**src/rtl/mem_stage.sv**
```systemverilog
// mem_stage -- MEM pipeline stage with a handshaked memory port.
//
// Sends loads and stores from EX_MEM to a memory or peripheral port that
// may insert wait states. While an access is waiting, the stage stalls the
// front of the pipe and puts bubbles into MEM/WB. If an access gets no
// acknowledge within TIMEOUT request cycles, the stage aborts it for one
// cycle, sets the sticky mem_err flag and lets the instruction retire.
// An aborted load does not write to the register file.
//
// Ports
//   clk, rst                       clock, async active-high reset
//   we_in, dst_addr_in, alu_in     register writeback fields from EX_MEM
//   Mem_re_in, Mem_we_in           load / store request (store wins)
//   Mem_sel_in, d_addr_in,         target select, address, store data
//   wrt_data_in
//   mem_req, mem_wr, mem_sel,      memory request side (combinational)
//   mem_addr, mem_wdata
//   mem_ack, mem_rdata             memory response (data valid with ack)
//   stall                          hold EX_MEM and all earlier stages
//   wb_we, wb_dst_addr, wb_data    registered MEM/WB bundle
//   mem_err                        sticky timeout flag, cleared by rst only
module mem_stage #(
  parameter int TIMEOUT = 16
) (
  input  logic        clk,
  input  logic        rst,
  input  logic        we_in,
  input  logic [3:0]  dst_addr_in,
  input  logic [15:0] alu_in,
  input  logic        Mem_re_in,
  input  logic        Mem_we_in,
  input  logic        Mem_sel_in,
  input  logic [15:0] d_addr_in,
  input  logic [15:0] wrt_data_in,
  output logic        mem_req,
  output logic        mem_wr,
  output logic        mem_sel,
  output logic [15:0] mem_addr,
  output logic [15:0] mem_wdata,
  input  logic        mem_ack,
  input  logic [15:0] mem_rdata,
  output logic        stall,
  output logic        wb_we,
  output logic [3:0]  wb_dst_addr,
  output logic [15:0] wb_data,
  output logic        mem_err
);

  typedef enum logic [1:0] {
    IDLE  = 2'd0,
    BUSY  = 2'd1,
    ABORT = 2'd2
  } state_t;

  localparam logic [7:0] LAST_WAIT = 8'(TIMEOUT - 1);

  state_t     state, state_nxt;
  logic [7:0] wait_cnt, wait_cnt_nxt;
  logic       access, is_load;

  assign access    = Mem_re_in | Mem_we_in;
  // A store wins when both requests are set, so no read happens.
  assign is_load   = Mem_re_in & ~Mem_we_in;
  assign mem_wr    = Mem_we_in;
  assign mem_sel   = Mem_sel_in;
  assign mem_addr  = d_addr_in;
  assign mem_wdata = wrt_data_in;

  // wait_cnt holds the number of unacknowledged request cycles already
  // seen. The first of these happens in IDLE, so BUSY starts at 1. The
  // abort then happens after exactly TIMEOUT request cycles.
  always_comb begin
    state_nxt    = state;
    wait_cnt_nxt = 8'd0;
    mem_req      = 1'b0;
    case (state)
      IDLE: begin
        if (access) begin
          mem_req = 1'b1;
          if (!mem_ack) begin
            state_nxt    = BUSY;
            wait_cnt_nxt = 8'd1;
          end
        end
      end
      BUSY: begin
        mem_req = 1'b1;
        if (mem_ack)                    state_nxt = IDLE;
        else if (wait_cnt == LAST_WAIT) state_nxt = ABORT;
        else                            wait_cnt_nxt = wait_cnt + 8'd1;
      end
      ABORT:   state_nxt = IDLE;
      default: state_nxt = IDLE;
    endcase
    // In IDLE the state register is already at reset, but the access
    // inputs can still be live. Gate mem_req here so that reset silences
    // the port at once.
    if (rst) mem_req = 1'b0;
  end

  // mem_req is always low in ABORT, so stall is low there as well.
  // An ack that arrives while no request is outstanding has no effect.
  assign stall = mem_req & ~mem_ack;

  always_ff @(posedge clk or posedge rst) begin
    if (rst) begin
      state    <= IDLE;
      wait_cnt <= 8'd0;
    end else begin
      state    <= state_nxt;
      wait_cnt <= wait_cnt_nxt;
    end
  end

  always_ff @(posedge clk or posedge rst) begin
    if (rst) begin
      wb_we       <= 1'b0;
      wb_dst_addr <= 4'd0;
      wb_data     <= 16'd0;
      mem_err     <= 1'b0;
    end else if (stall) begin
      wb_we <= 1'b0;
    end else if (state == ABORT) begin
      mem_err     <= 1'b1;
      wb_we       <= we_in & ~is_load;
      wb_dst_addr <= dst_addr_in;
      wb_data     <= alu_in;
    end else begin
      wb_we       <= we_in;
      wb_dst_addr <= dst_addr_in;
      wb_data     <= is_load ? mem_rdata : alu_in;
    end
  end

endmodule
```
**config.mk**
```make
export PLATFORM = sky130hd
export DESIGN_NAME = mem_stage
export DESIGN_NICKNAME = d
export VERILOG_FILES = /design/src/rtl/mem_stage.sv
export SDC_FILE = /design/constraint.sdc
export NUM_CORES = 1
export LEC_CHECK = 0
export BUFFER_PORTS_ARGS = -buffer_cell sky130_fd_sc_hd__buf_2
export CORE_UTILIZATION = 30
export DETAILED_ROUTE_END_ITERATION = 7
export HOLD_SLACK_MARGIN = 0.15
export SYNTH_ARGS = -nofsm -noshare
export SYNTH_HDL_FRONTEND = slang
export SYNTH_SLANG_ARGS = --single-unit
```
**constraint.sdc**
```tcl
create_clock -name clk -period 4.2 [get_ports clk]
set_input_delay 0.42 -clock clk [delete_from_list [all_inputs] [get_ports clk]]
set_output_delay 0.42 -clock clk [all_outputs]
set_load 0.05 [all_outputs]
```
==> reports/qor.yml <==
grt_use_total_pct: 14.8
worst_pin_slew_ns: 1.11
viasPerCell: 4.85
cts_sinks: 32
vias: 1445
area.growth.synth_to_final_pct: 12.5
routed_wl_um: 4510
fin_setup_tns_ns: 0
cts_resized: 0
diodes: 0
cts_root_buf: "clkbuf_8"
initial_core_util_pct: 31.3
gp_congestion: 0.721
arrival_ns: 2.49
cap_violations: 0
irDropWorstVdd_v: 0.000156
clk_latency_ns: 0.28
grt_antenna_before_repair: 0
r2r_end: "wb_dst_addr[0]"
finalHoldViolations: 0
path_clk_slew_ns: 0.07
synth_edf_count: 0
ys_seq_elements: 32
die_area_um2: 6540
syn-cell-area_um2: 1870
p_leak_nw: 0.927
setup_viol: 0
yosysSeqAreaShare_pct: 42.9
critical_path.top_delay_family: "simple AND/OR/NAND/NOR gates"
ant_nets: 0
rsz0062_at_grt: "no"
place_hpwl_um: 3390
yosys_warnings: 0
worstPathCellList: "or3_1, or2_1, clkinv_4, buf_2"
fin_skew_ns: 0.00702
path_max_fanout: 17
grt_max_degree: 33
cts_setup_buffers: 0
drive_above_1_share_pct: 41.7
final_util_pct: 35.3
nets: 298
finalInstanceArea_um2: 2100
hold_path.class: "in -> async"
post-synth-top-count-cell: "buf_4"
synthArstFlopShare_pct: 100
max_stage_delay_ns: 0.66
fp.coreArea_um2: 5960
drtIter0Drc: 108
critPathKind: "reg -> out"
slew_headroom_pct: 25.7
netlist-cell-type-count: 31
cts_hold_buffers: 0
h-tree-depth: 2
synthFlopType: "dfrtp_1"
io_buffers: 66
synth_area_per_cell_um2: 9.72
total_power_mw: 0.831
first_pass_iters: 4
drc: 0
grt_pass1_wl_um: 6920
synthCells: 192
yosys.area.top_type: "dfrtp_1"
worst-path-buf-inv: 2
r2r-start: "state[1]"
cts_tree: "done"
cts_max_path_buffers: 2
placed_area_um2: 1990
wl_per_cell_um: 15.1
final_max_slew_viol_count: 0
synthTopCellsByArea: "dfrtp_1 43%, buf_4 14%, a31oi_2 6.7%, o21ai_0 5.4%, nand3_1 4.8%"
grt_pass1_vias: 1338
pin_count: 133
powerDensity_nw_per_um2: 396
rrSetupSlack_ns: 1.84
max_freq_mhz: 343
min_period_over_period_pct: 69.3
startpoint_type: "register"
outcome: "finished, final reports clean"
cts_buffers: 5
crit_required_ns: 3.78
syn_nets: 268
reg2reg_depth: 4
slowest_stage: "or3_1"
die_x_um: 80.9
grt_overflow_total: 0
synthTopCellsByCount: "34 x buf_4, 32 x dfrtp_1, 20 x o21ai_0"
core.rowCount: 28
synth_top_area_share_pct: 42.9
cp-end-kind: "primary output"
nFillCells: 652
min_period_ns: 2.91
dieHeight_um: 80.9
[registers in the layout (all words and copies together), names as in the netlist]
name and count:
wb_data 16, state 2, wb_dst_addr 4, wait_cnt 8, mem_err 1, wb_we 1
[worst max-delay path by stage]
stage	start	to	cells after the start
5_1_grt	state[1]	stall	4
3_3_place_gp	mem_ack	stall	5
6_report	state[1]	stall	4
2_1_floorplan	state[0]	mem_req	3
3_5_place_dp	mem_ack	stall	5
4_1_cts	state[1]	stall	4
[metal layers]
layer,wire (um),GRT usage [%],vias up
met3,284,5.28,6
met4,47,6.61,0
met2,2400,24.5,60
li1,-,-,706
met5,0,0,-
met1,1780,17.1,673
[final cells by class]
cell class / count / area (um^2) / area share [%]
clock inverter: 2 / 35.0 / 1.67
timing repair buffer: 68 / 345 / 16.4
clock buffer: 6 / 72.6 / 3.46
multi-input combinational: 112 / 736 / 35.0
sequential: 32 / 801 / 38.1
tap: 75 / 93.8 / 4.47
inverter: 3 / 16.3 / 0.775
[layout by cell type, fill, tap and decap left out]
cell       instances
a2111oi_0          1
a211oi_1           1
a21oi_1            4
a31oi_1            6
a31oi_2           10
buf_2             66
buf_4              2
bufinv_16          1
clkbuf_1           1
clkbuf_8           5
clkinv_2           1
clkinv_4           1
dfrtp_1           32
ha_1               1
inv_1              2
mux2_4             4
nand2_1            3
nand2b_1           3
nand3_1           18
nand4_1            1
nor2_1             5
nor2b_1            3
nor3_1            18
nor3_4             1
o21ai_0           20
o21ai_1            1
o21bai_1           2
or2_1              1
or3_1              4
or3b_2             2
or4_1              1
xnor2_1            1
xor2_1             1
[per-stage QoR]
step | std cells | setup WS, ns | hold slack, ns
detailed placement | 290 | 1.50 | 0.502
global route | 298 | 1.09 | 0.272
global placement | 290 | 1.51 | 0.448
CTS | 298 | 1.24 | 0.243
finish | 298 | 1.29 | 0.238
floorplan | 192 | 2.01 | 0.484
[worst register-to-register path, delay by kind of cell (launching register included)]
kind | cells | cell delay [ns]
muxes | 1 | 0.34
buffers and inverters | 1 | 0.21
and+or+nand+nor | 2 | 1.27
DFF | 1 | 0.43
[kinds of logic after synthesis]
kind of cell             Yosys count  synth area share, %
multiplexers                       4                 3.22
flip-flops                        32                 42.9
XOR/XNOR                           2                0.939
AND/OR/NAND/NOR                   60                 17.5
buffers and inverters             48                 17.7
AO/OA/AOI/OAI                     45                 17.1
adder cells (fa/ha/maj)            1                0.670
[power breakdown]
group / internal, mW / leakage [nW] / switching [mW]
clock network: 0.176 / 0.0552 / 0.115
logic: 0.0575 / 0.477 / 0.138
registers: 0.331 / 0.395 / 0.0139
Note: power is estimated with default switching activity, not from simulation.
